$ cat src/rtl/note_freq_seq.sv
// Note-to-divisor sequencer: latches key presses, sustains them for a tick-counted hold,
// and decodes left/right half-period divisors with an optional harmony interval.
module note_freq_seq #(
   parameter int unsigned DIV_W      = 22,
   parameter int unsigned INTERVAL   = 2,
   parameter int unsigned HOLD_TICKS = 50,
   parameter int unsigned TICK_W     = 8
) (
   input  logic             clk,
   input  logic             rst_n,
   input  logic             tick,
   input  logic [3:0]       key_in,
   input  logic             mode,
   input  logic             shift_down,
   input  logic             harmony_en,
   output logic [DIV_W-1:0] note_div_left,
   output logic [DIV_W-1:0] note_div_right,
   output logic [3:0]       letter,
   output logic             active
);

   typedef enum logic [1:0] {StIdle, StPlay, StHold} state_e;

   localparam logic [TICK_W-1:0] HoldLoad  = TICK_W'(HOLD_TICKS);
   localparam logic [4:0]        IntervalW = 5'(INTERVAL);

   state_e            r_state;
   logic [3:0]        r_note;
   logic              r_harm;
   logic [TICK_W-1:0] r_cnt;

   logic              w_valid;
   logic [3:0]        w_idx;
   logic [4:0]        w_right_idx;

   // Half-period divisors for indices 1..16; everything else is the silent divisor 1.
   function automatic logic [17:0] div_lut(input logic [4:0] idx);
      case (idx)
         5'd1:    div_lut = 18'd191571;
         5'd2:    div_lut = 18'd170648;
         5'd3:    div_lut = 18'd151515;
         5'd4:    div_lut = 18'd143266;
         5'd5:    div_lut = 18'd127551;
         5'd6:    div_lut = 18'd113636;
         5'd7:    div_lut = 18'd101215;
         5'd8:    div_lut = 18'd95420;
         5'd9:    div_lut = 18'd85034;
         5'd10:   div_lut = 18'd75758;
         5'd11:   div_lut = 18'd71633;
         5'd12:   div_lut = 18'd63776;
         5'd13:   div_lut = 18'd56818;
         5'd14:   div_lut = 18'd50607;
         5'd15:   div_lut = 18'd47801;
         5'd16:   div_lut = 18'd42553;
         default: div_lut = 18'd1;
      endcase
   endfunction

   always_comb begin
      w_valid = (key_in >= 4'd1) && (key_in <= 4'd7);
      w_idx   = (mode ^ shift_down) ? key_in + 4'd7 : key_in;
   end

   always_ff @(posedge clk or negedge rst_n) begin
      if (!rst_n) begin
         r_state <= StIdle;
         r_note  <= 4'd0;
         r_harm  <= 1'b0;
         r_cnt   <= '0;
      end else begin
         case (r_state)
            StIdle: begin
               if (w_valid) begin
                  r_state <= StPlay;
                  r_note  <= w_idx;
                  r_harm  <= harmony_en;
               end
            end
            StPlay: begin
               if (w_valid) begin
                  r_note <= w_idx;
                  r_harm <= harmony_en;
               end else if (HOLD_TICKS == 0) begin
                  r_state <= StIdle;
                  r_note  <= 4'd0;
                  r_harm  <= 1'b0;
               end else begin
                  // Loading the counter swallows any tick arriving with the release.
                  r_state <= StHold;
                  r_cnt   <= HoldLoad;
               end
            end
            StHold: begin
               if (w_valid) begin
                  r_state <= StPlay;
                  r_note  <= w_idx;
                  r_harm  <= harmony_en;
               end else if (tick) begin
                  if (r_cnt > TICK_W'(1)) begin
                     r_cnt <= r_cnt - 1'b1;
                  end else begin
                     r_state <= StIdle;
                     r_cnt   <= '0;
                     r_note  <= 4'd0;
                     r_harm  <= 1'b0;
                  end
               end
            end
            default: begin
               r_state <= StIdle;
               r_note  <= 4'd0;
               r_harm  <= 1'b0;
               r_cnt   <= '0;
            end
         endcase
      end
   end

   // Right index kept at 5 bits so note + interval beyond 16 falls into the silent default.
   always_comb begin
      w_right_idx    = r_harm ? ({1'b0, r_note} + IntervalW) : {1'b0, r_note};
      note_div_left  = DIV_W'(div_lut({1'b0, r_note}));
      note_div_right = DIV_W'(div_lut(w_right_idx));
      letter         = r_note;
      active         = (r_state != StIdle);
   end

endmodule

$ cat config.mk
export PLATFORM = sky130hd
export DESIGN_NAME = note_freq_seq
export DESIGN_NICKNAME = d
export VERILOG_FILES = /design/src/rtl/note_freq_seq.sv
export SDC_FILE = /design/constraint.sdc
export NUM_CORES = 1
export LEC_CHECK = 0
export BUFFER_PORTS_ARGS = -buffer_cell sky130_fd_sc_hd__buf_4
export CORE_MARGIN = 2
export CORE_UTILIZATION = 30
export DETAILED_ROUTE_END_ITERATION = 8
export PLACE_DENSITY_LB_ADDON = 0.25
export REMOVE_ABC_BUFFERS = 1
export SYNTH_ARGS = -nofsm -noshare
export SYNTH_HDL_FRONTEND = slang
export SYNTH_SLANG_ARGS = --single-unit
$ cat constraint.sdc
create_clock -name clk -period 4 [get_ports clk]
set_input_delay 0.4 -clock clk [delete_from_list [all_inputs] [get_ports clk]]
set_output_delay 0.4 -clock clk [all_outputs]
set_load 0.03 [all_outputs]
==> results, run 1 <==
- The number of global-route vias before repair is 2134.
- By area, the combinational part of the netlist is dominated by compound AO/OA/AOI/OAI gates.
- The final reports fail on negative hold slack.
- The total inserted antenna cells is 0.
- The CTS tree is yes.
- The number of nets in the layout is 377.
- STA puts the critical path data required time at 3.60 ns.
- The count of standard-cell rows is 31.
- The worst pin sits at a relative slew slack of 43.6%.
- Summed over all layers, the routed wires come to 6140 um.
- The post-synthesis mux area share is 2.55%.
- Setup repair after global routing left no endpoint under its margin.
- The floorplan step defined a die boundary enclosing 8400 um^2.
- The clock passes through at most 2 buffers.
- In this run the remaining antenna-violating nets after routing total 0.
- The post-route netlist has 19.9% of its cells at a drive strength greater than 1.
- The library cell used most frequently in the layout, excluding fill and tap cells, is buf_4.
- Ranked by total cell area, the synthesized netlist is headed by dfrtp_1, ha_1, o21ai_0, nor2_1, a21oi_1.
- The remaining routing DRC violations is 0.
- The area overhead of the layout relative to synthesis is 18.8%.
- The worst clock skew is 0.00583 ns.
- At the later pin of the worst-skew pair, clock insertion delay measures 0.24 ns.
- The startpoint kind of the worst setup timing path is a flip-flop.
- The area of combinational cells with multiple inputs is 1740 um^2.
- The detailed router finished its first iteration with 195 violations.
- Of all cell types, the one taking the most synthesized area is dfrtp_1.
- The count of vias placed by the detailed router is 2382.
- The maximum cell stage delay along the critical path is 0.58 ns.
- Global routing consumed, over all layers together, 14.0% of the routing resources.
- The worst-case hold slack is -0.00582 ns.
- The filler cell count in the final layout is 740.
- The signal on the critical path passes through buf_4, ha_1, and3b_1, nor2_1, nor2_1, a2111oi_0, buf_4.
- Across the run, the number of max-cap violations was 0.
- The slowest stage of the critical path belongs to the cell nor2_1.
- The detail-routed net length per standard cell is 13.9 um.
- The area taken by flip-flops and latches is 375 um^2.
- Once the clock tree was built, the setup fixing pass inserted 0 buffers.
- The post-cts repair resize count is 0.
- The first global-routing pass estimated 10300 um of wire.
- Setup violations remaining at the end of the flow were counted as 0.
- The core footprint is 7330 um^2.
- The routability-driven placement congestion ratio is 0.917.
- The clock-pin slew on the worst setup and hold paths is 0.06 ns.
- The area of the mapped netlist is 2310 um^2.
- After Yosys synthesis, full adders, half adders and majority gates account for 13.5% of the synthesized area.
- The sum of overflow across all layers after global routing is 0.
- The synthesized netlist devotes 31.8% of its cell area to compound gates.
- The half-perimeter wire length after placement is 4640 um.
- Synthesis instantiated 68 different standard cells from the library.
- The setup slack of the critical path after layout is 0.760 ns.
- The number of optimization iterations in the first detailed-route pass is 5.
- The synthesized design devotes to its leading area cell type 16.3% of total area.
- In the synthesized netlist the async set-or-reset flop fraction comes to 100%.
- In the layout the commonest cells are buf_4, nor2_1, o21ai_0, ha_1, nand2_1.
- The worst hold path belongs to the class primary input to asynchronous set/reset pin.
- The slew at the pin closest to its max-slew limit is 0.846 ns.
- The run finished, with violations left.
- Synthesis produced 305 cells.
- For this design, the CTS-stage hold fixing added 0 buffers.
- The largest net degree at the start of global routing is 35.
- The share of synthesized area occupied by flip-flops and latches is 16.3%.
- For this configuration, the core starts out at a cell density of 31.5%.
- The post-route clock period utilization is 81.0%.
- The most used flip-flop cell after synthesis is dfrtp_1.
- The capturing element type of the critical path is an output port.
- The root buffer cell chosen for the clock tree is clkbuf_8.
- The mean instance size in the synthesized netlist is 7.56 um^2.
- At the worst endpoint, the arrival time is 2.84 ns.
- During synthesis, Yosys emitted a total of 0 warnings.
- The share of the synthesized netlist area taken by xor and xnor gates is 2.88%.
- The time the final worst path needs with I/O delays and setup is 3.24 ns.
- The die height is 91.7 um.
- Yosys mapped a number of flops with a built-in enable equal to 0.
- Counting flops and latches in the post-synthesis netlist gives 15.
- The number of H-tree branching levels is 1.
- Port buffering added 50 buffers.
- The maximum net fanout on the critical path is 34.
- 59 I/O pins were placed.
- The number of antenna violations at the first check in global routing is 0.
- The ratio of routed vias to standard cells is 5.40.
- The critical path is of the flip-flop to output port type.
- For this run, the top clock speed supported by timing is 309 MHz.
- The final-report max-slew violation count is 0.
- TritonCTS created 3 clock buffers.
- The pre-CTS worst setup slack is 1.05 ns.
- The area share of and/or/nand/nor cells after synthesis is 23.5%.
- The clock sink total is 15.
- From left edge to right edge, the die measures 91.7 um.
- The hold violation total from the final report is 8.
[layout make-up]
type / count / area share [%]
Tap cell: 99 / 4.52
Timing Repair Buffer: 52 / 14.2
Clock buffer: 4 / 1.64
Multi-Input combinational cell: 254 / 63.6
Inverter: 17 / 2.33
Sequential cell: 15 / 13.7
[path summary, 6_finish.rpt]
kind / from / endpoint / slack, ns / depth (start not counted)
max: letter[2]$_DFFE_PN0P_ / note_div_right[8] / 0.76 / 7
max in group asynchronous: rst_n / letter[0]$_DFFE_PN0P_ / 3.83 / 1
min reg2reg: letter[2]$_DFFE_PN0P_ / letter[2]$_DFFE_PN0P_ / 0.51 / 1
min: rst_n / r_cnt[4]$_DFFE_PN0P_ / -0.006 / 1
min in group clk: harmony_en / r_harm$_DFFE_PN0P_ / 0.38 / 2
max reg2reg: r_state[1]$_DFFE_PN0P_ / r_cnt[5]$_DFFE_PN0P_ / 1.92 / 6
[metal layers]
layer | track usage (%) | up-vias | wire length, um
met3 | 1.89 | 6 | 490
met4 | 3.41 | 0 | 29
met2 | 20.3 | 109 | 2630
met1 | 21.7 | 1080 | 2990
li1 | - | 1187 | -
met5 | 0 | - | 0
[per-stage QoR]
stage               TNS [ns]  utilization [%]  instances  hold slack (ns)  instance area (um^2)
CTS                        0             37.4        441          0.00189                  2740
finish                     0             37.4        441         -0.00582                  2740
global placement           0             36.8        437            0.265                  2700
global route               0             37.4        441          0.00600                  2740
detailed placement         0             36.8        437            0.267                  2700
floorplan            -0.0498                -        286            0.104                  2180
[critical path, delay by kind of cell, from the launching register on]
kind | cells | cell delay (ns)
compound gates | 1 | 0.45
fa+ha+maj | 1 | 0.30
buf+inv | 2 | 0.48
flops | 1 | 0.38
simple gates | 3 | 0.99
[flip-flops by register name (all words and copies together) (netlist names)]
signal / flops
letter: 4
r_cnt: 8
r_harm: 1
r_state: 2
[logic make-up (layout without fill, tap and decap cells)]
| family | after synthesis | in the layout |
|---|---|---|
| mux | 4 | 4 |
| compound gates | 106 | 106 |
| fa+ha+maj | 25 | 25 |
| other cells | 1 | 8 |
| xor+xnor | 6 | 6 |
| simple gates | 105 | 105 |
| flops | 15 | 15 |
| buf+inv | 43 | 73 |
[Yosys cell counts, types with 2 or more instances]
cell type  instances
a211o_1            4
a211oi_1           3
a21o_1             4
a21oi_1           19
a22o_1             4
a31o_2             2
a31oi_1            4
a32o_1             2
a41o_1             2
and2_1             6
and3b_1            2
buf_2              7
buf_4             10
clkbuf_1           8
dfrtp_1           15
ha_1              24
inv_1             16
nand2_1           23
nand2b_1           6
nand3_1           11
nand3b_1           2
nand4_1            5
nor2_1            27
nor2b_1            2
nor3_1             6
nor4_1             4
o211ai_1           6
o21ai_0           24
o22ai_1            7
o2bb2ai_1          4
o31a_1             2
o31ai_1            4
or2_1              2
xnor2_1            3
xor2_1             2
Power of run 1 is not shown: default switching activity piles up to over one toggle a cycle in this logic, so the estimate is an artifact.
==> inputs of run 2 (changes only) <==
clock period = 2.9 ns   (was 4 ns; I/O delays follow)
==> run 2 against run 1 <==
Routed wire length decreased by 0.93%. Highest routed layer unchanged. The flow now finishes without violations. Sequential cell count unchanged. Via count increased by 0.55%. Cell count increased by 1.6%.
==> results, run 2 (synthesized netlist as in run 1, its figures left out) <==
- Of the cells placed in the final design, the portion with a size suffix greater than 1 is 21.5%.
- The time the final worst path needs with I/O delays and setup is 2.64 ns.
- The boundary pin count is 59.
- In this run the vertical extent of the chip is 91.7 um.
- The critical path data required time is 2.61 ns.
- The count of vias placed by the detailed router is 2395.
- The slowest stage of the critical path belongs to the cell dfrtp_1.
- The die covers 8400 um^2.
- The non-filler instance count after layout is 448.
- The remaining routing DRC violations is 0.
- The area overhead of the layout relative to synthesis is 21.5%.
- The clock-pin slew on the worst setup and hold paths is 0.06 ns.
- The number of optimization iterations in the first detailed-route pass is 4.
- CTS built an H-tree with a depth of 1.
- The setup check on the worst reg-to-reg path leaves a slack of 0.90 ns.
- The most numerous cell type found on the critical path is buf_4.
- Including well taps, the total number of placed cells is 443.
- Once the floorplan was initialized, standard cells occupied 31.5% of the core.
- The tool flagged a number of max-cap violations equal to 0.
- The top cell types in the final layout, fill and taps aside, are buf_4, nor2_1, o21ai_0, ha_1, nand2_1.
- The overall die width is 91.7 um.
- The worst register-to-register path has a depth of 6.
- The source of the worst register-to-register timing path is r_state[1]$_DFFE_PN0P_.
- The slew at the pin closest to its max-slew limit is 0.539 ns.
- The routability-driven placement congestion ratio is 0.943.
- The leading cell type in the layout, fill and taps excluded is buf_4.
- The final-report max-slew violation count is 0.
- The kind of critical path is flip-flop to output port.
- In the final design database the tool counted 384 nets.
- The wire length of the first global-routing pass is 10100 um.
- The initial detailed-routing violation count is 201.
- The run finished with clean final reports.
- The total setup violations reported at the end of the flow is 0.
- The detail-routed net length per standard cell is 13.6 um.
- The dominant delay contributor by cell family on the critical path is compound AO/OA/AOI/OAI gates.
- The hold violation total from the final report came to 0.
- The total inserted antenna cells is 0.
- The count of port buffers added during placement is 50.
- Static timing analysis puts the maximum clock frequency at 379 MHz.
- Setup repair after global routing left no endpoint under its margin.
- The number of clock buffers added by TritonCTS is 3.
- The worst setup path is captured at an output port.
- In this run the tightest slew margin relative to its limit is 63.8%.
- Summed over all layers, the global routing overflow is 0.
- The worst register-to-register path ends at r_cnt[5]$_DFFE_PN0P_.
- The number of buffers inserted by post-CTS setup repair is 0.
- The number of antenna violations at the first check in global routing is 0.
- The clock root buffer is clkbuf_8.
- In the global route stage, overall resource usage came out at 14.1%.
- The tightest min-delay check is of the primary input to flip-flop type.
- Tracing the worst setup path back leads to its startpoint at letter[1]$_DFFE_PN0P_.
- Across all hold checks on the routed design, the worst slack comes to 0.261 ns.
- The longest clock path from root to sink contains 2 buffers.
- The critical path data arrival time is 2.35 ns.
- The startpoint of the lowest-slack hold path is harmony_en.
- The filler cell count in the final layout is 760.
- The startpoint kind of the worst setup timing path is a flip-flop.
- The half-perimeter wire length after placement is 4630 um.
- The top register by number of flip-flops is r_cnt.
- The number of global-route vias before repair was 2073.
- The worst hold path passes through 2 cells.
- Clock tree synthesis found a total of 15 sinks.
- Entering global routing, the biggest net connects 34 pins.
- The core footprint is 7330 um^2.
- In the finished design, the share of the clock period the worst path needs comes to 91.0%.
- The core occupancy in the finished layout is 38.2%.
- On the worst path, the slowest cell contributes a delay of 0.37 ns.
- The path with the worst hold slack has its endpoint at r_harm$_DFFE_PN0P_.
- Together, buffers and inverters on the worst path number 2.
- The CTS tree is yes.
- The clock arrives with 0.00206 ns of skew.
- The post-route antenna net violation count is 0.
- The register with the most flip-flops in the layout has 8 of them.
- The maximum net fanout on the critical path is 12.
- Traced cell by cell, the critical path runs through buf_4, ha_1, nand3b_1, nand2_1, a31o_2, o31ai_1, buf_4.
- The ratio of routed vias to standard cells is 5.35.
- The insertion delay to the later sink of the worst-skew pair is 0.25 ns.
- The aggregate routed wire length is 6080 um.
- The count of standard-cell rows is 31.
==> run 2: cell count changes in the layout (fill, tap and decap cells not counted), sizes merged <==
cell / change
buf: +6
dlygate4sd3: +1
==> run 2: per-stage QoR <==
step                TNS (ns)  setup WS [ns]  instance area (um^2)
finish                     0          0.262                  2800
CTS                        0          0.153                  2800
global placement           0          0.508                  2740
detailed placement         0          0.448                  2740
floorplan              -3.03          -1.04                  2180
global route               0         0.0471                  2800
==> run 2: worst max path at each step <==
stage                                     to  slack (ns)  cells past startpoint
after global routing       note_div_right[8]        0.05                      7
after CTS                 note_div_right[10]        0.15                      8
after floorplan            note_div_right[8]       -1.04                      5
final                      note_div_right[3]        0.26                      7
after global placement    note_div_right[10]        0.51                      8
after detailed placement  note_div_right[10]        0.45                      7
==> run 2: what timing repair did <==
item | 4_1_cts | 5_1_grt
gates resized for setup | 0 | 1
hold buffers | 1 | 0
endpoints found under the setup margin | 0 | 5
hold endpoints to repair | 15 | 0
==> run 2: area by class of cell <==
type	instances	area (um^2)	area share, %
Timing Repair Buffer	59	445	15.9
Inverter	17	63.8	2.28
Sequential cell	15	375	13.4
Multi-Input combinational cell	254	1750	62.4
Clock buffer	4	45.0	1.61
Tap cell	99	124	4.42
==> run 2: per-layer routing <==
layer	track usage (%)	wire length (um)	up-vias
li1	-	-	1204
met4	2.40	42	0
met2	20.7	2570	91
met3	1.89	411	6
met1	21.8	3060	1094
met5	0	0	-
Power of run 2 is left out for the same reason.
==> inputs of run 3 (changes only) <==
GPL_TIMING_DRIVEN = 0   (was default)
REMOVE_ABC_BUFFERS = default   (was 1)
==> run 3 against run 2 <==
Critical path depth rose by 1. Via count rose by 4.9%. Die area did not move. Register-to-register slack got worse by 0.12 ns. Critical path type unchanged.
==> results, run 3 (synthesized netlist as in run 1, its figures left out) <==
- The final-report max-slew violation count is 0.
- The post-route antenna net violation count is 0.
- The overall track demand over capacity in global routing is 15.3%.
- The standard cell area after detailed placement is 2860 um^2.
- The insertion delay to the later sink of the worst-skew pair is 0.25 ns.
- The critical path is of the flip-flop to output port type.
- The hold violation total from the final report is 0.
- The top cell types in the final layout, fill and taps aside, are buf_4, nor2_1, ha_1, nand2_1, o21ai_0.
- The critical path data required time is 2.61 ns.
- Following the worst setup path forward leads to its endpoint at note_div_right[13].
- The worst register-to-register path ends at letter[3]$_DFFE_PN0P_.
- The core footprint is 7330 um^2.
- Counting I/O delays and the setup requirement, the final critical path takes 2.77 ns.
- The total overflow left after global routing is 0.
- The maximum clock rate is 361 MHz.
- The launch point of the critical path is letter[1]$_DFFE_PN0P_.
- CTS saw 15 sinks.
- The die covers 8400 um^2.
- Detailed placement finished with a half-perimeter wire length of 5020 um.
- The critical path data arrival time is 2.48 ns.
- The number of antenna diodes in the final layout is 0.
- The number of buffers added by the clock tree synthesis step is 3.
- In this run, the number of DRC markers left after iteration 0 of detailed routing was 157.
- After detailed routing, the number of remaining DRC violations is 0.
- The tightest slew margin relative to the limit is 58.1%.
- At the pin with the least slew margin, the transition time is 0.623 ns.
- Walking the worst path, the cells encountered are inv_1, ha_1, mux2_4, buf_2, o211ai_1, o211ai_1, a21o_1, buf_4.
- The CTS tree is yes.
- The first global-routing pass estimated 11000 um of wire.
- The number of antenna violations at the first check in global routing came to 0.
- The flip-flop count of the largest register after layout is 8.
- Together, buffers and inverters on the worst path number 3.
- The area overhead of the layout relative to synthesis is 28.9%.
- 59 I/O pins were placed.
- The startpoint identified for the worst register-to-register timing path is r_state[0]$_DFFE_PN0P_.
- The startpoint identified for the worst hold timing path is harmony_en.
- The largest single stage delay on the critical path is 0.52 ns.
- The number of global-route vias before repair is 2304.
- The global routing met1 resource utilization is 21.2%.
- The worst reg-to-reg path cell count is 7.
- The flow ran to the end, and the final reports show no timing, DRC or antenna violations.
- Leaving out fill and tap cells, the most frequent cell in the layout is buf_4.
- Counting along the longest clock path gives a buffer depth of 2.
- The count of port buffers added during placement is 50.
- Setup slack on the worst reg-to-reg path comes out at 0.78 ns.
- The total negative slack is 0 ns.
- The share of layout cells above drive strength 1 is 26.9%.
- The worst clock skew is 0.00102 ns.
- The number of nets in the layout is 407.
- The most utilized layer in the global route result is met2.
- After detailed routing, the total wire length is 6640 um.
- The total number of cells along the worst setup path is 8.
- The root buffer cell chosen for the clock tree is clkbuf_8.
- The capturing element type of the critical path is an output port.
- The finished cells cover 2970 um^2.
- The number of violations of the max-capacitance limit is 0.
- Setup violations remaining at the end of the flow were counted as 0.
- Once the floorplan was initialized, standard cells occupied 31.5% of the core.
- More flip-flops sit in one register than any other, and that register is r_cnt.
- The global routing usage on met2 is 25.4%.
- Using the TritonRoute via totals, the vias-per-cell ratio works out to 5.33.
- The maximum net fanout on the critical path is 13.
- The slowest cell on the critical path is dfrtp_2.
- Clock-pin slew was measured on the worst setup and hold paths at 0.06 ns.
- The overall die width is 91.7 um.
- After floorplanning, the core was divided into 31 placement rows.
- CTS built an H-tree with a depth of 1.
- The largest net degree at the start of global routing is 16.
- The first detailed-routing pass ran for 4 iterations.
- The dominant delay contributor by cell family on the critical path is buffers and inverters.
- The routed layout has 2512 vias.
- The post-route clock period utilization is 95.6%.
- For met3 alone, demand over resource in global routing was 1.56%.
- STA classifies the critical path startpoint as a flip-flop.
- The most numerous cell type found on the critical path is o211ai_1.
- The routability-driven placement congestion ratio is 0.857.
- Setup repair after global routing left no endpoint under its margin.
- In the final routed layout, each cell accounts on average for 14.1 um.
- The worst hold path belongs to the class primary input to flip-flop.
- The die height is 91.7 um.
==> run 3: how the worst min path moves through the flow <==
| stage | end | cells past startpoint | slack, ns |
|---|---|---|---|
| after global placement | r_cnt[4]$_DFFE_PN0P_ | 1 | 0.16 |
| after detailed placement | r_cnt[6]$_DFFE_PN0P_ | 1 | 0.16 |
| after global routing | r_harm$_DFFE_PN0P_ | 2 | 0.28 |
| after floorplan | letter[0]$_DFFE_PN0P_ | 0 | -0.006 |
| after CTS | r_harm$_DFFE_PN0P_ | 2 | 0.27 |
| final | r_harm$_DFFE_PN0P_ | 2 | 0.27 |
==> run 3: worst reg2reg max path: stages (launching register included) <==
cell and delay [ns]:
dfrtp_1 0.42, inv_1 0.13, ha_1 0.16, clkbuf_1 0.32
inv_1 0.11, a41o_1 0.25, a21oi_2 0.25, mux2_1 0.35
==> run 3: area by class of cell <==
cell class | count | area (um^2)
sequential | 15 | 379
tap | 99 | 124
multi-input combinational | 254 | 1780
clock buffer | 4 | 45.0
buffer | 26 | 158
inverter | 17 | 67.6
fill | 789 | 4360
timing repair buffer | 56 | 423
==> run 3: repair_timing <==
action	in CTS	in global routing
hold endpoints to repair	15	0
gates resized for setup	6	2
buffers inserted	2	3
hold buffers	1	0
endpoints found under the setup margin	18	12
==> run 3: routing by layer <==
metal,vias to the layer above,share of wire (%)
met2,110,46
li1,1242,-
met1,1153,46
met5,-,0
met3,7,7.6
met4,0,1.1
==> run 3: metrics by stage <==
stage / util, % / hold WS (ns) / instances / worst slack, ns
final: 40.6 / 0.269 / 471 / 0.127
after global routing: 40.6 / 0.276 / 471 / 0.00843
after CTS: 40.2 / 0.274 / 468 / 0.0272
after detailed placement: 39.0 / 0.158 / 461 / -0.0729
after global placement: 39.0 / 0.158 / 461 / -0.103
after floorplan: - / -0.00559 / 312 / 0.0205
Power of run 3 is left out for the same reason.
